--- src/rtl/fecha_pkg.sv ---
// Shared types, constants and the days-in-month helper for the date-adjust controller.
// LEAP_YEAR_EN selects the leap-aware February length.
package fecha_pkg;

   typedef enum logic [2:0] {
      S_IDLE,
      S_LOAD,
      S_EDIT,
      S_WR_DIA,
      S_WR_MES,
      S_WR_YEAR
   } state_t;

   localparam logic [7:0] DEF_ADDR_DIA  = 8'h24;
   localparam logic [7:0] DEF_ADDR_MES  = 8'h25;
   localparam logic [7:0] DEF_ADDR_YEAR = 8'h26;

   localparam logic [3:0] MES_MAX  = 4'd12;
   localparam logic [6:0] YEAR_MAX = 7'd99;

   // Only the two low year bits matter: years are 00-99 within one century.
   function automatic logic [4:0] dias_mes(input logic [3:0] mes, input logic [6:0] year);
      logic leap;
`ifdef LEAP_YEAR_EN
      leap = (year[1:0] == 2'b00);
`else
      leap = 1'b0;
`endif
      case (mes)
         4'd2:                       return leap ? 5'd29 : 5'd28;
         4'd4, 4'd6, 4'd9, 4'd11:    return 5'd30;
         default:                    return 5'd31;
      endcase
   endfunction

endpackage

--- src/rtl/bin_a_bcd.sv ---
// Combinational binary (0-99) to two-digit packed BCD converter.
module bin_a_bcd (
   input  logic [6:0] bin,
   output logic [7:0] bcd
);

   logic [3:0] tens;
   logic [3:0] ones;

   // Largest multiple of ten not above the input gives the tens digit.
   always_comb begin
      tens = 4'd0;
      ones = bin[3:0];
      for (int t = 1; t <= 9; t++) begin
         if (bin >= 7'(t * 10)) begin
            tens = 4'(t);
            ones = 4'(bin - 7'(t * 10));
         end
      end
   end

   assign bcd = {tens, ones};

endmodule

--- src/rtl/ctrl_valores_fecha.sv ---
// Date-adjust controller: edits day/month/year with calendar wrap and clamp, then
// writes the three fields to the RTC as BCD. LEAP_YEAR_EN enables leap-year February.
module ctrl_valores_fecha
   import fecha_pkg::*;
#(
   parameter logic [7:0] ADDR_DIA  = DEF_ADDR_DIA,
   parameter logic [7:0] ADDR_MES  = DEF_ADDR_MES,
   parameter logic [7:0] ADDR_YEAR = DEF_ADDR_YEAR
) (
   input  logic       clk,
   input  logic       rst,
   input  logic       sw_fecha,
   input  logic       a_dia,
   input  logic       a_mes,
   input  logic       a_year,
   input  logic       inc,
   input  logic       dec,
   input  logic [4:0] dia_in,
   input  logic [3:0] mes_in,
   input  logic [6:0] year_in,
   input  logic       wr_ack,
   output logic [4:0] dia,
   output logic [3:0] mes,
   output logic [6:0] year,
   output logic       wr_req,
   output logic [7:0] wr_addr,
   output logic [7:0] wr_data,
   output logic       busy
);

   state_t     state_q, state_d;
   logic       sw_prev_q;
   logic [4:0] dia_q, dia_d;
   logic [3:0] mes_q, mes_d;
   logic [6:0] year_q, year_d;
   logic       wr_req_q, wr_req_d;
   logic [7:0] wr_addr_q, wr_addr_d;
   logic [7:0] wr_data_q, wr_data_d;
   logic       busy_q, busy_d;

   logic       sw_rise, sw_fall;
   logic       up, dn;
   logic [3:0] mes_step;
   logic [6:0] year_step;
   logic [4:0] dia_max_cur, dia_max_mes;
   logic [6:0] bcd_src;
   logic [7:0] bcd_out;

   assign sw_rise = sw_fecha & ~sw_prev_q;
   assign sw_fall = ~sw_fecha & sw_prev_q;
   assign up      = inc & ~dec;
   assign dn      = dec & ~inc;

   always_comb begin
      mes_step  = mes_q;
      year_step = year_q;
      if (up) begin
         mes_step  = (mes_q >= MES_MAX)   ? 4'd1 : mes_q + 4'd1;
         year_step = (year_q >= YEAR_MAX) ? 7'd0 : year_q + 7'd1;
      end else if (dn) begin
         mes_step  = (mes_q <= 4'd1)  ? MES_MAX  : mes_q - 4'd1;
         year_step = (year_q == 7'd0) ? YEAR_MAX : year_q - 7'd1;
      end
   end

   assign dia_max_cur = dias_mes(mes_q, year_q);
   assign dia_max_mes = dias_mes(mes_step, year_q);

   always_comb begin
      state_d = state_q;
      dia_d   = dia_q;
      mes_d   = mes_q;
      year_d  = year_q;
      case (state_q)
         S_IDLE: begin
            if (sw_rise) state_d = S_LOAD;
         end
         S_LOAD: begin
            dia_d   = (dia_in == 5'd0) ? 5'd1 : dia_in;
            mes_d   = (mes_in == 4'd0 || mes_in > MES_MAX) ? 4'd1 : mes_in;
            year_d  = (year_in > YEAR_MAX) ? 7'd0 : year_in;
            state_d = S_EDIT;
         end
         S_EDIT: begin
            // Fields freeze on the exit cycle so the burst writes what was shown.
            if (sw_fall) begin
               state_d = S_WR_DIA;
            end else if (up || dn) begin
               if (a_dia) begin
                  if (up) dia_d = (dia_q >= dia_max_cur) ? 5'd1 : dia_q + 5'd1;
                  else    dia_d = (dia_q <= 5'd1) ? dia_max_cur : dia_q - 5'd1;
               end else if (a_mes) begin
                  mes_d = mes_step;
                  if (dia_q > dia_max_mes) dia_d = dia_max_mes;
               end else if (a_year) begin
                  year_d = year_step;
`ifdef LEAP_YEAR_EN
                  if (dia_q > dias_mes(mes_q, year_step)) dia_d = dias_mes(mes_q, year_step);
`endif
               end
            end
         end
         S_WR_DIA:  if (wr_ack) state_d = S_WR_MES;
         S_WR_MES:  if (wr_ack) state_d = S_WR_YEAR;
         S_WR_YEAR: if (wr_ack) state_d = S_IDLE;
         default:   state_d = S_IDLE;
      endcase
   end

   always_comb begin
      case (state_d)
         S_WR_DIA: bcd_src = {2'b00, dia_q};
         S_WR_MES: bcd_src = {3'b000, mes_q};
         default:  bcd_src = year_q;
      endcase
   end

   bin_a_bcd u_bin_a_bcd (
      .bin (bcd_src),
      .bcd (bcd_out)
   );

   // Write outputs are decided from the next state so they line up with it.
   always_comb begin
      wr_req_d  = 1'b0;
      wr_addr_d = wr_addr_q;
      wr_data_d = wr_data_q;
      busy_d    = (state_d != S_IDLE);
      case (state_d)
         S_WR_DIA: begin
            wr_req_d  = 1'b1;
            wr_addr_d = ADDR_DIA;
            wr_data_d = bcd_out;
         end
         S_WR_MES: begin
            wr_req_d  = 1'b1;
            wr_addr_d = ADDR_MES;
            wr_data_d = bcd_out;
         end
         S_WR_YEAR: begin
            wr_req_d  = 1'b1;
            wr_addr_d = ADDR_YEAR;
            wr_data_d = bcd_out;
         end
         default: ;
      endcase
   end

   always_ff @(posedge clk) begin
      if (rst) begin
         state_q   <= S_IDLE;
         sw_prev_q <= 1'b0;
         dia_q     <= 5'd1;
         mes_q     <= 4'd1;
         year_q    <= 7'd0;
         wr_req_q  <= 1'b0;
         wr_addr_q <= 8'h00;
         wr_data_q <= 8'h00;
         busy_q    <= 1'b0;
      end else begin
         state_q   <= state_d;
         sw_prev_q <= sw_fecha;
         dia_q     <= dia_d;
         mes_q     <= mes_d;
         year_q    <= year_d;
         wr_req_q  <= wr_req_d;
         wr_addr_q <= wr_addr_d;
         wr_data_q <= wr_data_d;
         busy_q    <= busy_d;
      end
   end

   assign dia     = dia_q;
   assign mes     = mes_q;
   assign year    = year_q;
   assign wr_req  = wr_req_q;
   assign wr_addr = wr_addr_q;
   assign wr_data = wr_data_q;
   assign busy    = busy_q;

endmodule
--- config.mk ---
export PLATFORM = sky130hd
export DESIGN_NAME = ctrl_valores_fecha
export DESIGN_NICKNAME = d
export VERILOG_FILES = /design/src/rtl/fecha_pkg.sv /design/src/rtl/bin_a_bcd.sv /design/src/rtl/ctrl_valores_fecha.sv
export SDC_FILE = /design/constraint.sdc
export NUM_CORES = 1
export LEC_CHECK = 0
export CORE_MARGIN = 3
export CORE_UTILIZATION = 49
export CTS_BUF_LIST = sky130_fd_sc_hd__clkbuf_4 sky130_fd_sc_hd__clkbuf_8
export CTS_CLUSTER_DIAMETER = 150
export DETAILED_ROUTE_END_ITERATION = 6
export PLACE_DENSITY = 0.79
export SLEW_MARGIN = 10
export SYNTH_ARGS = -nofsm -noshare
export SYNTH_HDL_FRONTEND = slang
export SYNTH_SLANG_ARGS = --single-unit
--- constraint.sdc ---
create_clock -name clk -period 3.4 [get_ports clk]
set_input_delay 0.68 -clock clk [delete_from_list [all_inputs] [get_ports clk]]
set_output_delay 0.68 -clock clk [all_outputs]
set_load 0.005 [all_outputs]
======== Yosys cells after proc, flatten, opt, wreduce, memory -nomap -nowiden ========
Index checks and enable logic that the tools add are counted.
operators by class
  reductions and logical operators ........ 15
  add/sub/neg operators ................... 15
  bitwise logic cells ..................... 8
  multiplexer cells ....................... 60
  $lt $le $gt $ge ......................... 17
  eq/ne operators ......................... 27
operators by type and width
  cell                 count
  $mux 4               20
  $mux 7               10
  $mux 5               9
  $ge 7x7->1 const B   4
  $pmux 7 s2           2
  $mux 3               9
  $pmux 8 s3           1
  $ge 7x6->1 const B   3
  $sub 4x4->4 const B  5
  $pmux 3 s6           1
  $eq 4x3->1 const B   4
  $eq 4x4->1 const B   4
  $ge 7x5->1 const B   2
  $eq 3x3->1 const B   4
  $ne 2x2->1 const B   6
  $pmux 5 s2           1
  $reduce_and 5->1     2
  $eq 3x2->1 const B   3
  $ne 3x3->1 const B   3
  $eq 4x2->1 const B   2
  $pmux 2 s2           2
  $pmux 4 s2           1
  $reduce_or 4->1      2
  $sub 4x1->4 const B  2
  29 further kinds     40
word-level totals
  register bits ........................... 38
  output and inout port bits .............. 34
  logic and storage cells ................. 151

======== Depth between registers and ports, before layout ========
Gate-level depths: netlist of run 1.
  word-level depth ........................ 16
  depth in mapped cells ................... 17

======== Hierarchy ========
Synthesis of run 1 repeated with hierarchy kept, for this count alone.
second synthesis, totals
  cell total of the unflattened synthesis .. 456
  area, all modules ....................... 3,338.2 um2
modules (own cells, without submodules)
  module              times used  area each (um2)  seq. area each (um2)  cells an instance
  ctrl_valores_fecha  1           2,717.6          660.6                 368
  bin_a_bcd           1           620.6            0.0                   88

======== Worst setup path after synthesis of run 1 ========
Ideal clock, no wire load.
  kind .................................... input-to-reg
  start ................................... input dec
  end ..................................... register dia_q[0], in the netlist dia[0]
  path slack .............................. -0.034 ns
  arrival ................................. 3.307 ns
  required time ........................... 3.273 ns
  stages .................................. 13
  path through ............................ inv_1 ha_1 inv_1 mux4_2 nor3b_1 ha_1 a21oi_1 nor2_1 a311oi_1 nor2_1 o21ai_0 a21oi_1 or3_1
between the ends
  cells in the longest elaborated chain, start to end .. 12
ends and longest elaborated chain
  what                                                                 line                       text
  start: declaration                                                   ctrl_valores_fecha.sv:17   input logic dec,
  parallel branches: the longest is 12 deep, another holds $gt 5x5->1  --
  end signal: assignment                                               ctrl_valores_fecha.sv:163  dia_q <= dia_d;
  end: declaration                                                     ctrl_valores_fecha.sv:33   logic [4:0] dia_q, dia_d;
Parallel ways; which one is timed is not known. The select of a mux whose other input is x is not followed.
A chain may end at the register's enable or synchronous reset.

======== Worst setup path in the final report of run 1 ========
Same ends and word-level chain as after synthesis.

==> results of run 1 <==
==> cells by family (layout without fill, tap and decap cells) <==
kind of cell	count (synthesis)	in the layout
other	1	4
buffers and inverters	52	137
adder cells (fa/ha/maj)	17	17
multiplexers	4	4
AND/OR/NAND/NOR	176	176
AO/OA/AOI/OAI	157	157
flip-flops	33	33
XOR/XNOR	6	6
==> cell type report <==
| cell class | count | area, sq um |
|---|---|---|
| Clock inverter | 3 | 17.5 |
| Timing Repair Buffer | 113 | 986 |
| Sequential cell | 33 | 661 |
| Multi-Input combinational cell | 364 | 2330 |
| Fill cell | 529 | 1870 |
| Tap cell | 75 | 93.8 |
| Clock buffer | 5 | 68.8 |
| Inverter | 16 | 72.6 |
==> routing by layer <==
| metal | wire length [um] | global-route usage, % | vias to the layer above | part of all wire, % |
|---|---|---|---|---|
| met1 | 4330 | 36.2 | 1774 | 45 |
| met2 | 4590 | 44.5 | 182 | 47 |
| met5 | 0 | 0 | - | 0 |
| li1 | - | - | 1831 | - |
| met3 | 671 | 3.99 | 14 | 6.9 |
| met4 | 98 | 8.64 | 0 | 1.0 |
==> per-stage QoR <==
step	hold slack [ns]	TNS (ns)	power, mW	worst slack (ns)	instances
2_1_floorplan	0.448	0	1.03	0.0293	449
3_3_place_gp	0.444	-2.43	1.34	-0.389	599
3_5_place_dp	0.449	-3.30	1.36	-0.539	599
4_1_cts	0.458	0	1.68	0.0529	608
5_1_grt	0.491	0	1.82	0.0127	609
6_report	0.456	0	1.70	0.131	609
==> synth_stat cells, drive strengths merged (2+ instances only) <==
library cell,number
a2111o,2
a211o,3
a211oi,11
a21o,2
a21oi,43
a221oi,2
a22o,4
a22oi,6
a2bb2oi,2
a311oi,10
a31oi,11
a41oi,2
and2,3
and3,3
and4,2
buf,14
clkbuf,22
dfxtp,33
ha,17
inv,15
mux2i,3
nand2,34
nand2b,11
nand3,17
nor2,62
nor2b,5
nor3,17
nor4,4
nor4b,2
o211ai,6
o21ai,30
o221ai,2
o22ai,4
o31ai,4
o32ai,2
o41ai,2
or2,3
or3,5
or3b,2
or4b,2
xnor2,5
==> flip-flops by register name (all words and copies together) (netlist names) <==
register and flops:
sw_prev_q 1, mes 4, wr_req 1, dia 5
wr_data 8, wr_addr 3, busy 1, state_q 3
year 7
==> power by group through the flow <==
stage	Sequential, mW	Clock [mW]	Combinational [mW]
global route	0.501	0.326	0.993
detailed placement	0.500	0	0.860
finish	0.493	0.311	0.894
CTS	0.491	0.313	0.877
global placement	0.499	0	0.837
floorplan	0.467	0	0.567
==> final timing paths <==
| check | from | end | cells after the start |
|---|---|---|---|
| min reg2reg | wr_data[7] | wr_data[7] | 2 |
| max reg2reg | mes[0] | dia[0] | 14 |
| max | dec | dia[0] | 14 |
| min | wr_data[7] | wr_data[7] | 2 |
==> worst reg2reg max path, delay by kind of cell (launching register included) <==
kind	cells	cell delay, ns
and+or+nand+nor	4	0.56
AOI/OAI and AO/OA	5	0.83
adders and majority gates	2	0.55
buffers and inverters	2	0.27
muxes	1	0.49
DFF	1	0.38
==> repair_timing <==
item                                    in CTS  in global routing
pin swaps                                    9                  3
resized for setup                           12                  7
endpoints found under the setup margin       8                  5
hold buffers                                 0                  0
setup buffers                                1                  1
==> flow_summary.toml, run 1 <==
[routing]
ant_nets = 0
route.detailed.drc = 0
drt_iter0_markers = 372
drt-pass1-iter-count = 5
wl_per_cell_um = 15.9
via_per_inst = 6.24
wl_um = 9690
vias = 3801

[logic_synthesis]
synth_fa_ha_area_share_pct = 6.72
yosys.area_share.simple_pct = 27.2
synth_mux_area_share_pct = 1.66
ys.flop_type = "dfxtp_1"
yosysTopAreaCellShare_pct = 20.9
synth_area_leaders = "dfxtp_1 (21%), nor2_1 (7.2%), ha_1 (6.7%)"
ys_types = 73
synth_top_family_by_area = "compound AO/OA/AOI/OAI gates"
synth_edf_count = 0
syn_area_sq_um = 3160
synth_xor_area_share_pct = 1.66
avgSynthCellArea_sq_um = 7.09
async_flop_share_pct = 0
yosysTopAreaCell = "dfxtp_1"
synth_seq_cells = 33
synthCells = 446
yosysWarnings = 0
seq_area_frac_synth_pct = 20.9
synth_compound_area_share_pct = 33.9

[setup_path]
cp.arrival_ns = 3.45
critical_path.max_fanout = 3
crit_buf_inv = 4
crit_path_top_delay_cell = "mux4_2"
reg2reg_slack_ns = 0.18
crit_required_ns = 3.58
cp-start-kind = "primary input"
critPathTopFamily = "compound AO/OA/AOI/OAI gates"
max_stage_delay_ns = 0.54
crit_chain = "dlygate4sd2_1 -> inv_1 -> ha_1 -> inv_1 -> mux4_2 -> buf_4 -> o31a_1 -> ha_1 -> nand2_1 -> a311oi_2 -> nor2_1 -> o21ai_0 -> a21oi_1 -> or3_1"
worstSetupPathType = "in2reg"
endpoint_kind = "flop"

[global_route]
first_global_vias = 3620
track_usage_pct = 27.0
grt_first_pass_wirelength_um = 16600
grt_overflow = 0
grt_max_degree = 24
grt_antenna_before_repair = 0

[finish]
diodes = 0
layout-drive-gt1-share_pct = 18.2
final_cell_mix = "nor2_1 (61), buf_4 (58), clkdlybuf4s50_1 (50)"
fin_area_sq_um = 4230
final_common_cell = "nor2_1"
post-route-util_pct = 69.3
area_growth_pct = 33.6
final_nets = 575

[power]
p_clk_share_pct = 18.3
p_seq_share_pct = 29.0
p_comb_share_pct = 52.7
switching_power_mw = 0.696
peakVddDrop_v = 0.000212
leakage_nw = 1.64
internal-power_mw = 1.00
power_density_nw_per_um2 = 402
switching_share_pct = 41.0

[sta]
relSlewSlack_pct = 51.2
hold_viol_final = 0
finalSetupViolations = 0
rsz0062_at_grt = "false"
skew_ns = 0.00725
min_period_ns = 3.27
final_max_slew_viol_count = 0
finalCritPeriodShare_pct = 96.1
fmax_mhz = 306
worst_pin_slew_ns = 0.732

[placement]
dpl.hpwl_um = 7280
gp_congestion = 0.944
post_dp_cell_area_sq_um = 4070
portBuffers = 54

[floorplan]
num_rows = 28
initial_core_util_pct = 51.9
die_h_um = 86.4
fp.dieArea_sq_um = 7460
die_w_um = 86.4
io_pins = 59
core_sq_um = 6100

[flow_run]
drv_cap = 0

[cts]
cts_root_buf = "clkbuf_8"
clkTransAtPathRegs_ns = 0.07
clk_latency_ns = 0.30
cts_sinks = 33
tritoncts = "built"
htree_levels = 2
cts_made_buffers = 5
ctsLongestPathBuffers = 2

[run_status]
run_status = "finished clean"

[min_path]
min_path_type = "reg2reg"
(Power assumes the default switching activity.)
==> inputs of run 2 (changes only) <==
--- a/config.mk
+++ b/config.mk
@@ -6,11 +6,11 @@
 export NUM_CORES = 1
 export LEC_CHECK = 0
 export CORE_MARGIN = 3
-export CORE_UTILIZATION = 49
-export CTS_BUF_LIST = sky130_fd_sc_hd__clkbuf_4 sky130_fd_sc_hd__clkbuf_8
+export CORE_UTILIZATION = 48
 export CTS_CLUSTER_DIAMETER = 150
 export DETAILED_ROUTE_END_ITERATION = 6
-export PLACE_DENSITY = 0.79
+export MAX_ROUTING_LAYER = met4
+export PLACE_DENSITY = 0.77
 export SLEW_MARGIN = 10
 export SYNTH_ARGS = -nofsm -noshare
 export SYNTH_HDL_FRONTEND = slang
==> flow_summary.toml, run 2 (synthesized netlist as in run 1, its figures left out) <==
[routing]
drt_iter0_markers = 415
ant_nets = 0
via_per_inst = 6.20
drt-pass1-iter-count = 5
wl_um = 9830
vias = 3771
route.detailed.drc = 0
wl_per_cell_um = 16.2

[floorplan]
die_w_um = 87.2
initial_core_util_pct = 51.3
fp.dieArea_sq_um = 7600
core_sq_um = 6170
io_pins = 59
die_h_um = 87.2
num_rows = 28

[cts]
cts_sinks = 33
clk_latency_ns = 0.30
clkTransAtPathRegs_ns = 0.07
htree_levels = 2
ctsLongestPathBuffers = 2
cts_made_buffers = 5
tritoncts = "built"
cts_root_buf = "clkbuf_8"
cts_hold_buffers = 0

[placement]
dpl.hpwl_um = 7190
dp.cells = 598
gp_congestion = 1.01
post_dp_cell_area_sq_um = 4060
portBuffers = 54

[global_route]
grt_max_degree = 33
track_usage_pct = 26.7
grt_antenna_before_repair = 0
first_global_vias = 3486
grt_first_pass_wirelength_um = 16000
grt_overflow = 0

[setup_path]
crit_chain = "dlygate4sd2_1 -> or4b_4 -> and3_4 -> or2_4 -> inv_2 -> ha_2 -> o31ai_1 -> nor2_1 -> o22ai_1 -> a22o_1 -> a221o_1 -> and4_4 -> a311oi_2"
crit_path_top_delay_cell = "or4b_4"
critical_path.max_fanout = 3
cp.arrival_ns = 3.50
crit_required_ns = 3.60
cp-start-kind = "primary input"
max_stage_delay_ns = 0.56
endpoint_kind = "flop"
worstSetupPathType = "in2reg"

[finish]
fill_cells = 560
largest_reg_flops = 8
area_growth_pct = 33.0
final_cell_mix = "nor2_1 (61), buf_4 (57), clkdlybuf4s50_1 (50)"
layout-drive-gt1-share_pct = 17.3
final_nets = 574
final_common_cell = "nor2_1"
instances_no_fill = 608
post-route-util_pct = 68.2
fin_area_sq_um = 4210
diodes = 0

[sta]
skew_ns = 0.0117
relSlewSlack_pct = 52.3
final_max_slew_viol_count = 0
hold_viol_final = 0
fmax_mhz = 303
finalCritPeriodShare_pct = 97.1
worst_pin_slew_ns = 0.716
min_period_ns = 3.30
whs_ns = 0.458
finalSetupViolations = 0

[power]
p_total_mw = 1.69
power_density_nw_per_um2 = 403
leakage_nw = 1.64
peakVddDrop_v = 0.000235

[flow_run]
drv_cap = 0

[min_path]
min_path_type = "reg2reg"

[run_status]
run_status = "finished clean"
run 2: power by group:
group,internal (mW),total [mW],switching [mW]
clock network,0.142,0.306,0.165
registers,0.424,0.496,0.0728
logic,0.433,0.891,0.458
total,0.998,1.69,0.696
run 2: repair_timing:
item	4_1_cts	5_1_grt
resized for setup	5	8
setup buffers	0	2
pin swaps	8	6
hold endpoints to repair	0	0
endpoints found under the setup margin	7	9
run 2: area by class of cell:
class	count	area (sq um)	area share, %
flip-flops and latches	33	661	15.7
clock inverters	3	17.5	0.416
multi-input cells	364	2310	54.9
inverters	16	72.6	1.72
well taps	75	93.8	2.23
clock buffers	5	68.8	1.64
repair buffers	112	986	23.4
run 2: worst paths after layout:
kind	start	to	slack, ns	cells after the start
setup reg to reg	mes[0]	dia[0]	0.16	15
hold reg to reg	wr_data[7]	wr_data[7]	0.46	2
hold / removal	wr_data[7]	wr_data[7]	0.46	2
setup / recovery	wr_ack	wr_data[1]	0.1	13
run 2: critical path: cells and delay by family:
kind                       cells  cell delay [ns]
and+or+nand+nor                5             1.37
AOI/OAI and AO/OA              5             0.96
buffers and inverters          2             0.32
adders and majority gates      1             0.17
run 2: routing by layer:
metal / share of wire (%) / global-route usage [%] / vias up
li1: - / - / 1827
met1: 43 / 34.2 / 1726
met2: 46 / 41.4 / 189
met3: 8.4 / 4.82 / 29
met4: 2.8 / 11.0 / 0
met5: 0 / - / -
run 2: through the flow:
| step | worst slack, ns | setup TNS [ns] |
|---|---|---|
| after floorplan | 0.0293 | 0 |
| after global placement | -0.394 | -2.43 |
| after detailed placement | -0.494 | -3.09 |
| after CTS | -0.0384 | -0.0384 |
| after global routing | -0.00955 | -0.00955 |
| final | 0.0987 | 0 |
